$ cat config.mk
export PLATFORM = sky130hd
export DESIGN_NAME = semafor_monitor
export DESIGN_NICKNAME = d
export VERILOG_FILES = /design/src/rtl/semafor_pkg.sv /design/src/rtl/semafor_phase_timer.sv /design/src/rtl/semafor_monitor.sv
export SDC_FILE = /design/constraint.sdc
export NUM_CORES = 1
export LEC_CHECK = 0
export BUFFER_PORTS_ARGS = -buffer_cell sky130_fd_sc_hd__clkbuf_2
export CORE_MARGIN = 10
export CORE_UTILIZATION = 45
export CTS_BUF_LIST = sky130_fd_sc_hd__clkbuf_2
export DETAILED_ROUTE_END_ITERATION = 8
export GPL_TIMING_DRIVEN = 0
export PLACE_DENSITY = 0.65
export SLEW_MARGIN = 20
export SYNTH_ARGS = -nofsm -noshare
export SYNTH_HDL_FRONTEND = slang
export SYNTH_HIERARCHICAL = 1
export SYNTH_SLANG_ARGS = --single-unit
$ cat constraint.sdc
create_clock -name clk -period 2.4 [get_ports clk]
set_input_delay 0.12 -clock clk [delete_from_list [all_inputs] [get_ports clk]]
set_output_delay 0.12 -clock clk [all_outputs]
set_load 0.03 [all_outputs]
$ cat src/rtl/semafor_pkg.sv
// Shared encodings for the traffic-light lamp monitor: lamp codes, reported phases and FSM states.
package semafor_pkg;

  localparam int unsigned LAMP_W  = 3;
  localparam int unsigned PHASE_W = 2;
  localparam int unsigned CYC_W   = 16;

  localparam logic [LAMP_W-1:0] LAMP_G = 3'b001;
  localparam logic [LAMP_W-1:0] LAMP_Y = 3'b010;
  localparam logic [LAMP_W-1:0] LAMP_R = 3'b100;

  typedef enum logic [PHASE_W-1:0] {
    PH_UNK    = 2'd0,
    PH_GREEN  = 2'd1,
    PH_YELLOW = 2'd2,
    PH_RED    = 2'd3
  } phase_e;

  typedef enum logic [2:0] {
    ST_UNK    = 3'd0,
    ST_GREEN  = 3'd1,
    ST_YELLOW = 3'd2,
    ST_RED    = 3'd3,
    ST_FAULT  = 3'd4
  } state_e;

  // Phase reported on phase_o for a given FSM state; FAULT reads as UNK.
  function automatic logic [PHASE_W-1:0] phase_of(input state_e s);
    logic [PHASE_W-1:0] p;
    p = PH_UNK;
    case (s)
      ST_GREEN:  p = PH_GREEN;
      ST_YELLOW: p = PH_YELLOW;
      ST_RED:    p = PH_RED;
      default:   p = PH_UNK;
    endcase
    return p;
  endfunction

endpackage

$ cat src/rtl/semafor_phase_timer.sv
// Saturating tick counter for the current phase; len_on_exit includes a tick arriving in the exit cycle.
module semafor_phase_timer
  import semafor_pkg::*;
#(
  parameter int unsigned CNT_W = 8
) (
  input  logic             clk,
  input  logic             rst,
  input  logic             tick_i,
  input  logic             clr_i,
  output logic [CNT_W-1:0] cnt,
  output logic [CNT_W:0]   len_on_exit
);

  localparam int unsigned LEN_W = CNT_W + 1;

  logic [CNT_W-1:0] cnt_d, cnt_q;

  always_comb begin
    cnt_d = cnt_q;
    if (clr_i) begin
      cnt_d = '0;
    end else if (tick_i && (cnt_q != '1)) begin
      cnt_d = cnt_q + CNT_W'(1);
    end
  end

  always_ff @(posedge clk) begin
    if (rst) cnt_q <= '0;
    else     cnt_q <= cnt_d;
  end

  assign cnt         = cnt_q;
  assign len_on_exit = LEN_W'(cnt_q) + LEN_W'(tick_i);

endmodule

$ cat src/rtl/semafor_monitor.sv
// Lamp-interface observer: decodes the controller's lamp code, checks phase order and
// phase lengths, raises sticky error flags and drives the pedestrian walk/countdown outputs.
module semafor_monitor
  import semafor_pkg::*;
#(
  parameter int unsigned CNT_W        = 8,
  parameter int unsigned GREEN_MIN    = 5,
  parameter int unsigned YELLOW_TICKS = 2,
  parameter int unsigned RED_TICKS    = 3,
  parameter int unsigned TOL          = 1
) (
  input  logic             clk,
  input  logic             rst,
  input  logic             tick_i,
  input  logic             rosu,
  input  logic             galben,
  input  logic             verde,
  input  logic             clr_i,
  output logic [1:0]       phase_o,
  output logic             ped_walk,
  output logic [CNT_W-1:0] ped_count,
  output logic             err_ill,
  output logic             err_ord,
  output logic             err_tim,
  output logic [15:0]      cycles
);

  localparam int unsigned LEN_W = CNT_W + 1;

  logic [LAMP_W-1:0] lamp;
  logic              lamp_ok;
  state_e            state_d, state_q;
  logic              state_chg;
  logic              skip_d, skip_q;
  logic [CNT_W-1:0]  cnt;
  logic [LEN_W-1:0]  len_on_exit;
  int unsigned       len_u;
  logic              g_bad, y_bad, r_bad;
  logic              set_ill, set_ord, set_tim, cyc_inc;

  logic [PHASE_W-1:0] phase_d, phase_q;
  logic               walk_d, walk_q;
  logic [CNT_W-1:0]   pcnt_d, pcnt_q;
  logic               ill_d, ill_q, ord_d, ord_q, tim_d, tim_q;
  logic [CYC_W-1:0]   cycles_d, cycles_q;

  assign lamp    = {rosu, galben, verde};
  assign lamp_ok = (lamp == LAMP_G) || (lamp == LAMP_Y) || (lamp == LAMP_R);

  semafor_phase_timer #(.CNT_W(CNT_W)) u_timer (
    .clk         (clk),
    .rst         (rst),
    .tick_i      (tick_i),
    .clr_i       (state_chg),
    .cnt         (cnt),
    .len_on_exit (len_on_exit)
  );

  // Phase-length windows evaluated on the length the old phase would have on exit.
  always_comb begin
    len_u = 32'(len_on_exit);
    g_bad = len_u < GREEN_MIN;
    y_bad = (len_u > YELLOW_TICKS + TOL) || (len_u + TOL < YELLOW_TICKS);
    r_bad = (len_u > RED_TICKS + TOL) || (len_u + TOL < RED_TICKS);
  end

  // Next-state and error detection; lamps are not looked at while in FAULT.
  always_comb begin
    state_d = state_q;
    set_ill = 1'b0;
    set_ord = 1'b0;
    set_tim = 1'b0;
    cyc_inc = 1'b0;
    if (state_q == ST_FAULT) begin
      if (clr_i) state_d = ST_UNK;
    end else if (!lamp_ok) begin
      state_d = ST_FAULT;
      set_ill = 1'b1;
    end else begin
      case (state_q)
        ST_UNK: begin
          if (lamp == LAMP_G)      state_d = ST_GREEN;
          else if (lamp == LAMP_Y) state_d = ST_YELLOW;
          else                     state_d = ST_RED;
        end
        ST_GREEN: begin
          if (lamp == LAMP_Y) begin
            state_d = ST_YELLOW;
            set_tim = !skip_q && g_bad;
          end else if (lamp == LAMP_R) begin
            state_d = ST_FAULT;
            set_ord = 1'b1;
          end
        end
        ST_YELLOW: begin
          if (lamp == LAMP_R) begin
            state_d = ST_RED;
            set_tim = !skip_q && y_bad;
          end else if (lamp == LAMP_G) begin
            state_d = ST_FAULT;
            set_ord = 1'b1;
          end
        end
        ST_RED: begin
          if (lamp == LAMP_G) begin
            state_d = ST_GREEN;
            set_tim = !skip_q && r_bad;
            cyc_inc = 1'b1;
          end else if (lamp == LAMP_Y) begin
            state_d = ST_FAULT;
            set_ord = 1'b1;
          end
        end
        default: state_d = ST_FAULT;
      endcase
    end
  end

  // A phase entered from UNK has an unknown start, so its exit length is not judged.
  always_comb begin
    state_chg = (state_d != state_q);
    skip_d    = skip_q;
    if (state_chg) skip_d = (state_q == ST_UNK);
  end

  always_comb begin
    phase_d  = phase_of(state_d);
    walk_d   = (state_d == ST_RED);
    ill_d    = (ill_q & ~clr_i) | set_ill;
    ord_d    = (ord_q & ~clr_i) | set_ord;
    tim_d    = (tim_q & ~clr_i) | set_tim;
    cycles_d = cycles_q + CYC_W'(cyc_inc);
    pcnt_d   = '0;
    if ((state_q == ST_RED) && (state_d == ST_RED) && (cnt < CNT_W'(RED_TICKS))) begin
      pcnt_d = CNT_W'(RED_TICKS) - cnt;
    end
  end

  always_ff @(posedge clk) begin
    if (rst) begin
      state_q  <= ST_UNK;
      skip_q   <= 1'b0;
      phase_q  <= '0;
      walk_q   <= 1'b0;
      pcnt_q   <= '0;
      ill_q    <= 1'b0;
      ord_q    <= 1'b0;
      tim_q    <= 1'b0;
      cycles_q <= '0;
    end else begin
      state_q  <= state_d;
      skip_q   <= skip_d;
      phase_q  <= phase_d;
      walk_q   <= walk_d;
      pcnt_q   <= pcnt_d;
      ill_q    <= ill_d;
      ord_q    <= ord_d;
      tim_q    <= tim_d;
      cycles_q <= cycles_d;
    end
  end

  assign phase_o   = phase_q;
  assign ped_walk  = walk_q;
  assign ped_count = pcnt_q;
  assign err_ill   = ill_q;
  assign err_ord   = ord_q;
  assign err_tim   = tim_q;
  assign cycles    = cycles_q;

endmodule

==> results of run 1 <==
## power by group
part           leakage (nW)  total (mW)  internal [mW]  switching (mW)
sequential            0.344       0.720          0.709          0.0116
combinational         0.742       0.127         0.0496          0.0773
clock                0.0264       0.290         0.0665           0.223
## cells by family (layout without fill, tap and decap cells)
kind of cell / Yosys count / count (layout)
buffers and inverters: 24 / 69
DFF: 42 / 42
xor gates and xnor gates: 20 / 20
and+or+nand+nor: 108 / 108
adders and majority gates: 9 / 9
other: 1 / 2
muxes: 5 / 5
AOI/OAI and AO/OA: 40 / 40
## through the flow
| step | total power, mW | worst slack, ps | instances | setup TNS, ps |
|---|---|---|---|---|
| 6_report | 1.137 | 162.3 | 362 | 0 |
| 5_1_grt | 1.211 | 9.773 | 362 | 0 |
| 4_1_cts | 1.157 | 33.46 | 361 | 0 |
| 3_5_place_dp | 0.8502 | -210.2 | 352 | -1790 |
| 3_3_place_gp | 0.8493 | -246.6 | 352 | -2013 |
| 2_1_floorplan | 0.8171 | 249.0 | 250 | 0 |
## state kept, by name, indices dropped and copies added, names as in the netlist
signal	flops
err_tim	1
err_ord	1
err_ill	1
u_timer/cnt	8
cycles	16
state_q	3
skip_q	1
ped_count	8
phase_o	2
ped_walk	1
## final timing paths
path / to / slack, ps / cells after the start
worst max-delay path: err_tim$_SDFF_PP0_ / 160 / 9
worst max register to register: err_tim$_SDFF_PP0_ / 160 / 9
worst min register to register: u_timer/cnt[0]$_SDFFE_PP0P_ / 520 / 2
worst min-delay path: phase_o[1]$_SDFF_PP0_ / 60 / 2
## final cells by class
type	instances	area [um2]	share of cell area (%)
Buffer	9	65.06	2.495
Tap cell	67	83.83	3.215
Inverter	14	52.55	2.015
Multi-Input combinational cell	184	1310	50.24
Clock inverter	3	16.27	0.6238
Timing Repair Buffer	38	200.2	7.678
Clock buffer	5	25.02	0.9597
Sequential cell	42	854.6	32.77
## what timing repair did
action,CTS,global route
endpoints found under the setup margin,15,19
hold buffers,1,0
hold endpoints to repair,4,0
resized for setup,7,16
buffers inserted,0,2
## worst reg2reg max path: cells and delay by family (launching register included)
| family | cells | cell delay (ps) |
|---|---|---|
| AND/OR/NAND/NOR | 4 | 1040 |
| AO/OA/AOI/OAI | 3 | 490 |
| flip-flops | 1 | 410 |
| buffers and inverters | 1 | 140 |
| XOR/XNOR | 1 | 130 |
## synth_stat cells, drive strengths merged (2+ instances only)
cell / instances
a2111oi: 3
a21oi: 8
a31oi: 4
and2: 3
and2b: 2
and3: 8
and4: 3
buf: 6
clkbuf: 4
dfxtp: 42
ha: 9
inv: 14
mux2i: 5
nand2: 16
nand2b: 4
nand3: 8
nand4: 5
nor2: 27
nor2b: 7
nor3: 10
nor3b: 2
nor4: 3
o211a: 3
o211ai: 2
o21ai: 8
o31a: 2
or3: 6
xnor2: 11
xor2: 9
## routing by layer
| layer | GRT usage (%) | vias to the layer above |
|---|---|---|
| li1 | - | 971 |
| met1 | 14.40 | 811 |
| met2 | 17.25 | 51 |
| met3 | 4.073 | 8 |
| met4 | 5.172 | 0 |
| met5 | 0 | - |
==> summary.md, run 1 <==
| Metric | Value |
|---|---|
| Setup violations, final | `0` |
| Share of the synthesized area in the top cell type | `38.07%` |
| Mux contribution to synthesized area | `2.266%` |
| Die area | `8110 um2` |
| GRT Util Overall | `11.50%` |
| Post-synth top area cell | `dfxtp_1` |
| Setup crit end kind | `flip-flop` |
| Vias per cell | `5.086` |
| Fill cells | `447` |
| Grt ovf | `0` |
| 1st-pass router iterations | `4` |
| Number of max-cap violations | `0` |
| Cell variety after synth | `55` |
| Critical path's slowest cell | `or4_1` |
| RSZ-0062 raised after global routing | `no` |
| Port Buffers | `35` |
| Initial antenna violation count | `0` |
| FMAX | `0.4469 GHz` |
| Slew Limit Fails | `0` |
| Outcome | `finished, final reports clean` |
| Mean Syn Cell Area | `8.869 um2` |
| Synth Area in Simple Gates | `27.48%` |
| Reg clk slew, reported paths | `210 ps` |
| Top cells by area, synth | `dfxtp_1, ha_1, nor2_1` |
| Worst Hold Launch | `verde` |
| Minimum clock period | `2238 ps` |
| CP Class | `reg2reg` |
| Share of cells above drive strength 1 | `25.76%` |
| Synth Area in XOR/XNOR | `7.932%` |
| CP Buf/Inv Count | `1` |
| P per Cell Area | `436.0 nW/um2` |
| Clock latency at the later pin of the worst-skew pair | `390 ps` |
| Leakage | `1.113 nW` |
| Met2 WL | `1998 um` |
| Endpoint required time on the critical path | `2750 ps` |
| CTS tree | `yes` |
| Post-synth top flop | `dfxtp_1` |
| Max incr delay on CP | `540 ps` |
| Number of diodes | `0` |
| Worst Skew | `12.55 ps` |
| Synth Cell Area | `2208 um2` |
| Met3 Wirelength | `336 um` |
| Post-synthesis compound-gate area fraction | `13.60%` |
| Worst IR Drop VDD | `0.1702 mV` |
| Final wirelength | `4638 um` |
| Seq/Total Area, Yosys | `38.07%` |
| DP HPWL | `3494 um` |
| Total CTS buffers | `5` |
| Row cnt | `25` |
| R2r startpoint | `u_timer/cnt[3]$_SDFFE_PP0P_` |
| Util after Layout | `54.84%` |
| Final cycle utilization of the critical path | `93.24%` |
| Clk root buf | `clkbuf_2` |
| Antenna violation net count after detailed routing | `0` |
| Top Layer Used | `met4` |
| Placed cell area | `2471 um2` |
| Clock sink total | `42` |
| DR WL/cell | `12.81 um` |
| GP Congestion | `0.8245` |
| Post-route cell area | `2608 um2` |
| CORE AREA | `4755 um2` |
| Layout Nets | `310` |
| Post-synth EDFFs | `0` |
| Crit path arrival time | `2590 ps` |
| Measured slew at the worst slew-check pin | `515.5 ps` |
| Adder-cell area share of the yosys netlist | `5.099%` |
| Most frequent cells in the layout | `clkbuf_2, dfxtp_1, nor2_1` |
| Area growth syn-to-layout | `18.07%` |
| Async SR Flop Fraction | `0%` |
| Largest family of logic cells by synthesized area | `simple AND/OR/NAND/NOR gates` |
| Crit start category | `flip-flop` |
| Detailed-route via count | `1841` |
| Most common cell after layout, fill and taps aside | `clkbuf_2` |
| Critical path peak fanout | `10` |
| # IOs | `37` |
| Crit path cell chain | `buf_6 > and3_1 > nand3_1 > xnor2_1 > or4_1 > nor3_2 > o21ai_0 > o21ai_1 > o221a_2` |
| WL met1 | `2205 um` |
| Synth warn | `6` |
| Die boundary height | `90.06 um` |
| H-Tree Depth | `2` |
| Vias in the first global route | `1685` |
| Max transition margin | `65.63%` |
| Pin count of the biggest net entering global routing | `14` |
| Fin. Hold Viols | `0` |
| Crit path max-delay family | `simple AND/OR/NAND/NOR gates` |
| Die Span X | `90.06 um` |
| First-pass GRT wire length | `7941 um` |
| Clk buf depth | `2` |
| Syn Inst Count | `249` |
| DRC viols | `0` |
| DR iter-0 viols | `87` |
| Minimum hold slack | `59.60 ps` |
| Worst hold path type | `in2reg` |
| Initial Utilization | `46.45%` |
| FF+latch count, synth | `42` |
| Origin of the worst setup path | `u_timer/cnt[3]$_SDFFE_PP0P_` |
No activity file was read; power rests on OpenSTA's default activity.
==> inputs of run 2 (changes only) <==
--- a/config.mk
+++ b/config.mk
@@ -10,7 +10,6 @@
 export CORE_UTILIZATION = 45
 export CTS_BUF_LIST = sky130_fd_sc_hd__clkbuf_2
 export DETAILED_ROUTE_END_ITERATION = 8
-export GPL_TIMING_DRIVEN = 0
 export PLACE_DENSITY = 0.65
 export SLEW_MARGIN = 20
 export SYNTH_ARGS = -nofsm -noshare
==> summary.md, run 2 (same netlist as run 1, synthesis figures left out) <==
| Metric | Value |
|---|---|
| GRT Util Overall | `12.05%` |
| Die area | `8110 um2` |
| Die Span X | `90.06 um` |
| Antenna violation net count after detailed routing | `0` |
| Post-cts repair resize count | `0` |
| DRC viols | `0` |
| Fill cells | `465` |
| Pin count of the biggest net entering global routing | `29` |
| Most common cell after layout, fill and taps aside | `clkbuf_2` |
| Minimum clock period | `2208 ps` |
| Multi-input combinational cell area | `1264 um2` |
| Port Buffers | `36` |
| Number of max-cap violations | `0` |
| Minimum hold slack | `71.56 ps` |
| Flop2flop setup slack | `190 ps` |
| Setup crit end kind | `flip-flop` |
| Row cnt | `25` |
| Initial antenna violation count | `0` |
| H-Tree Depth | `2` |
| Die boundary height | `90.06 um` |
| Outcome | `finished, final reports clean` |
| Clock latency at the later pin of the worst-skew pair | `390 ps` |
| Initial Utilization | `46.45%` |
| Max transition margin | `61.69%` |
| Fin. Hold Viols | `0` |
| FMAX | `0.4529 GHz` |
| Clock sink total | `42` |
| Layout Nets | `315` |
| Clk root buf | `clkbuf_2` |
| P per Cell Area | `443.8 nW/um2` |
| Number of diodes | `0` |
| CORE AREA | `4755 um2` |
| Max reg flops | `16` |
| Final cycle utilization of the critical path | `92.00%` |
| Register area | `843.3 um2` |
| Vias per cell | `5.232` |
| CP Class | `reg2reg` |
| Crit start category | `flip-flop` |
| Critical path peak fanout | `5` |
| Setup violations, final | `0` |
| Share of cells above drive strength 1 | `24.33%` |
| Worst Skew | `13.15 ps` |
| Detailed-route via count | `1920` |
| DR WL/cell | `13.46 um` |
| # IOs | `37` |
| Total CTS buffers | `5` |
| GP Congestion | `0.8803` |
| Total negative slack | `0 ps` |
| Reg clk slew, reported paths | `220 ps` |
| Measured slew at the worst slew-check pin | `574.7 ps` |
| Post-CTS setup buffer count | `0` |
| Crit path arrival time | `2560 ps` |
| CTS tree | `yes` |
| Clk buf depth | `2` |
| Leakage | `1.145 nW` |
| Area growth syn-to-layout | `17.05%` |
| 1st-pass router iterations | `4` |
| DP HPWL | `3798 um` |
| RSZ-0062 raised after global routing | `no` |
| Most frequent cells in the layout | `clkbuf_2, dfxtp_1, nor2_1` |
| Final wirelength | `4938 um` |
| DR iter-0 viols | `70` |
| Worst hold path type | `in2reg` |
| Worst IR Drop VDD | `0.2669 mV` |
| Endpoint required time on the critical path | `2750 ps` |
| First-pass GRT wire length | `8335 um` |
| Cts hold-fix bufs | `0` |
| Slew Limit Fails | `0` |
| Grt ovf | `0` |
| Vias in the first global route | `1799` |
[run 2: cell count changes in the layout (fill, tap and decap cells not counted), sizes merged]
cell	previous run	this run
buf	7	16
clkbuf	44	41
dlygate4sd3	1	0
[run 2: layer usage]
layer  up-vias  wire [um]  global-route usage [%]  share of wire [%]
met5         -          0                       0                  0
met4         0         91                   5.438                1.8
met3         6        362                   4.323                7.3
met2        55       2158                   18.70                 44
met1       885       2325                   14.56                 47
li1        974          -                       -                  -
[run 2: critical path: stages, from the launching register on]
cell and delay (ps):
dfxtp_1 480, and3_1 240, nand3_1 100, xnor2_1 120
or4_1 570, nor3_4 170, o21ai_0 120, o21ai_0 150
o221a_2 200
[run 2: report_power, final]
group | total [mW] | switching [mW] | internal [mW]
combinational | 0.126 | 0.0774 | 0.0490
sequential | 0.718 | 0.00678 | 0.711
clock | 0.303 | 0.237 | 0.0666
total | 1.15 | 0.321 | 0.827
[run 2: through the flow]
stage / power, mW / instance area (um2) / setup slack (ps) / util [%] / std cells
detailed placement: 0.8574 / 2530 / 130.2 / 53.21 / 359
global placement: 0.8575 / 2530 / 157.8 / 53.21 / 359
floorplan: 0.8171 / 2212 / 249.0 / - / 250
global route: 1.203 / 2585 / 1.945 / 54.37 / 367
finish: 1.147 / 2585 / 192.0 / 54.37 / 367
CTS: 1.164 / 2571 / 84.95 / 54.08 / 367
[run 2: area by class of cell]
cell class | count | area share, %
multi-input cells | 184 | 48.89
flip-flops and latches | 42 | 32.62
repair buffers | 52 | 11.62
well taps | 67 | 3.243
inverters | 14 | 2.033
clock buffers | 5 | 0.9681
clock inverters | 3 | 0.6292
[run 2: final timing paths]
path                                             startpoint                          end  cells after the start
worst min-delay path                                  verde        state_q[1]$_SDFF_PP0_                      2
worst max-delay path            u_timer/cnt[2]$_SDFFE_PP0P_           err_tim$_SDFF_PP0_                      8
worst min register to register  u_timer/cnt[1]$_SDFFE_PP0P_  u_timer/cnt[1]$_SDFFE_PP0P_                      2
worst max register to register  u_timer/cnt[2]$_SDFFE_PP0P_           err_tim$_SDFF_PP0_                      8
==> inputs of run 3 (changes only) <==
--- a/config.mk
+++ b/config.mk
@@ -5,6 +5,7 @@
 export SDC_FILE = /design/constraint.sdc
 export NUM_CORES = 1
 export LEC_CHECK = 0
+export ABC_AREA = 1
 export BUFFER_PORTS_ARGS = -buffer_cell sky130_fd_sc_hd__clkbuf_2
 export CORE_MARGIN = 10
 export CORE_UTILIZATION = 45
==> summary.md, run 3 <==
| Metric | Value |
|---|---|
| Endpoint required time on the critical path | `2730 ps` |
| Clk root buf | `clkbuf_2` |
| Syn Inst Count | `344` |
| Leakage | `1.379 nW` |
| P per Cell Area | `489.5 nW/um2` |
| Worst IR Drop VDD | `0.2524 mV` |
| Cell variety after synth | `30` |
| Minimum clock period | `2216 ps` |
| Clk buf depth | `2` |
| Most common cell after layout, fill and taps aside | `nand2_1` |
| Share of cells above drive strength 1 | `23.99%` |
| Max reg flops | `16` |
| Worst hold path type | `in2reg` |
| Detailed-route via count | `2235` |
| Crit path cell chain | `nand2_1 > nor3_2 > ha_2 > ha_1 > nand2_1 > nor3_4 > nand2_2 > nor4_4 > nand4_1 > nand2_1 > nor2_1` |
| H-Tree Depth | `2` |
| Final cycle utilization of the critical path | `92.34%` |
| Post-synth top flop | `dfxtp_1` |
| Seq/Total Area, Yosys | `35.67%` |
| Top cell by count, worst path | `nand2_1` |
| CTS tree | `yes` |
| Top-count cell post-synth | `nand2_1` |
| Total CTS buffers | `5` |
| Clock sink total | `42` |
| Die boundary height | `92.38 um` |
| GR Util met2 | `18.71%` |
| Number of max-cap violations | `0` |
| Synth Cell Area | `2357 um2` |
| Setup crit end kind | `flip-flop` |
| Multi-input combinational cell area | `1343 um2` |
| Area growth syn-to-layout | `18.05%` |
| Reg clk slew, reported paths | `210 ps` |
| Most frequent cells in the layout | `nand2_1, nor2_1, clkbuf_2` |
| Critical path's slowest cell | `dfxtp_4` |
| Commonest cells in the netlist | `nand2_1, nor2_1, dfxtp_1, inv_1, a21oi_1` |
| Post-route cell area | `2783 um2` |
| Fill cells | `527` |
| Vias per cell | `4.796` |
| FF+latch count, synth | `42` |
| Register area | `845.8 um2` |
| Mean Syn Cell Area | `6.853 um2` |
| Worst Skew | `17.22 ps` |
| Setup violations, final | `0` |
| Met1 Track Usage GR | `15.75%` |
| Crit start category | `flip-flop` |
| Share of the synthesized area in the top cell type | `35.67%` |
| Clock latency at the later pin of the worst-skew pair | `400 ps` |
| Post-synth EDFFs | `0` |
| Max transition margin | `65.47%` |
| Pin count of the biggest net entering global routing | `21` |
| GRT Util Overall | `12.29%` |
| Placed cell area | `2651 um2` |
| # IOs | `37` |
| Critical path peak fanout | `6` |
| Flop2flop setup slack | `180 ps` |
| Crit path arrival time | `2550 ps` |
| Initial antenna violation count | `0` |
| Final wirelength | `5262 um` |
| Number of diodes | `0` |
| Post-synth top area cell | `dfxtp_1` |
| Outcome | `finished, final reports clean` |
| GP Congestion | `0.8941` |
| CP Class | `reg2reg` |
| Max incr delay on CP | `410 ps` |
| Async SR Flop Fraction | `0%` |
| Slew Limit Fails | `0` |
| Most Used Layer, Global Route | `met2` |
| Port Buffers | `36` |
| CP Buf/Inv Count | `0` |
| FMAX | `0.4512 GHz` |
| 1st-pass router iterations | `5` |
| Grt ovf | `0` |
| Initial Utilization | `46.15%` |
| Fin. Hold Viols | `0` |
| Measured slew at the worst slew-check pin | `518.0 ps` |
| Row cnt | `26` |
| Vias in the first global route | `2016` |
| DR WL/cell | `11.29 um` |
| Crit path max-delay family | `simple AND/OR/NAND/NOR gates` |
| Die area | `8533 um2` |
| Final WS setup | `183.8 ps` |
| Top cells by area, synth | `dfxtp_1, nand2_1, nor2_1` |
| DP HPWL | `4092 um` |
| First-pass GRT wire length | `8949 um` |
| Die Span X | `92.38 um` |
| Antenna violation net count after detailed routing | `0` |
| Synth warn | `6` |
| DR iter-0 viols | `117` |
| DRC viols | `0` |
| CORE AREA | `5107 um2` |
| Layout Nets | `411` |
| Routing usage on met3 | `3.471%` |
| Pre-CTS setup slack | `43.76 ps` |
run 3: layout make-up:
type / instances / area share [%]
clock inverter: 1 / 1.079
sequential: 42 / 30.40
timing repair buffer: 47 / 9.532
inverter: 47 / 6.340
multi-input combinational: 252 / 48.25
clock buffer: 7 / 1.259
tap: 70 / 3.147
run 3: per-layer routing:
metal	up-vias	part of all wire [%]
met1	969	48
met5	-	0
met2	63	42
li1	1194	-
met4	0	2.0
met3	9	7.5
run 3: path summary, 6_finish.rpt:
check | start | to | cells past startpoint
worst max-delay path | state_q[1]$_SDFF_PP0_ | cycles[12]$_SDFF_PP0_ | 11
worst min-delay path | rosu | err_ill$_SDFF_PP0_ | 4
worst max register to register | state_q[1]$_SDFF_PP0_ | cycles[12]$_SDFF_PP0_ | 11
worst min register to register | err_tim$_SDFF_PP0_ | err_tim$_SDFF_PP0_ | 2
run 3: repair_timing:
action	4_1_cts	5_1_grt
resized for setup	1	7
hold buffers	1	0
pin swaps	0	4
setup endpoints to repair	1	5
endpoints found under the hold margin	4	0
setup buffers	0	4
run 3: per-stage QoR:
step | cells | hold WS (ps) | power [mW] | util [%] | setup TNS, ps
2_1_floorplan | 345 | 263.3 | 0.8978 | - | 0
3_3_place_gp | 453 | 444.8 | 0.9541 | 51.91 | 0
3_5_place_dp | 453 | 444.8 | 0.9566 | 51.91 | 0
4_1_cts | 462 | 100.3 | 1.375 | 53.41 | 0
5_1_grt | 466 | 117.2 | 1.444 | 54.48 | -18.58
6_report | 466 | 119.1 | 1.362 | 54.48 | 0
run 3: cells by family after synthesis:
group / share of synthesized area, %
adder cells (fa/ha/maj): 4.777
flip-flops: 35.67
other: 0.1591
AND/OR/NAND/NOR: 39.54
XOR/XNOR: 3.716
buffers and inverters: 8.439
AO/OA/AOI/OAI: 7.697
run 3: worst reg2reg max path, delay by kind of cell (launching register included):
kind,cells,cell delay (ps)
adders and majority gates,2,380
DFF,1,410
and+or+nand+nor,9,1340
run 3: power breakdown:
part	leakage, nW	switching, mW	total, mW	internal [mW]
Clock	0.0432	0.227	0.413	0.186
Combinational	0.994	0.147	0.223	0.0766
Sequential	0.342	0.0108	0.726	0.715
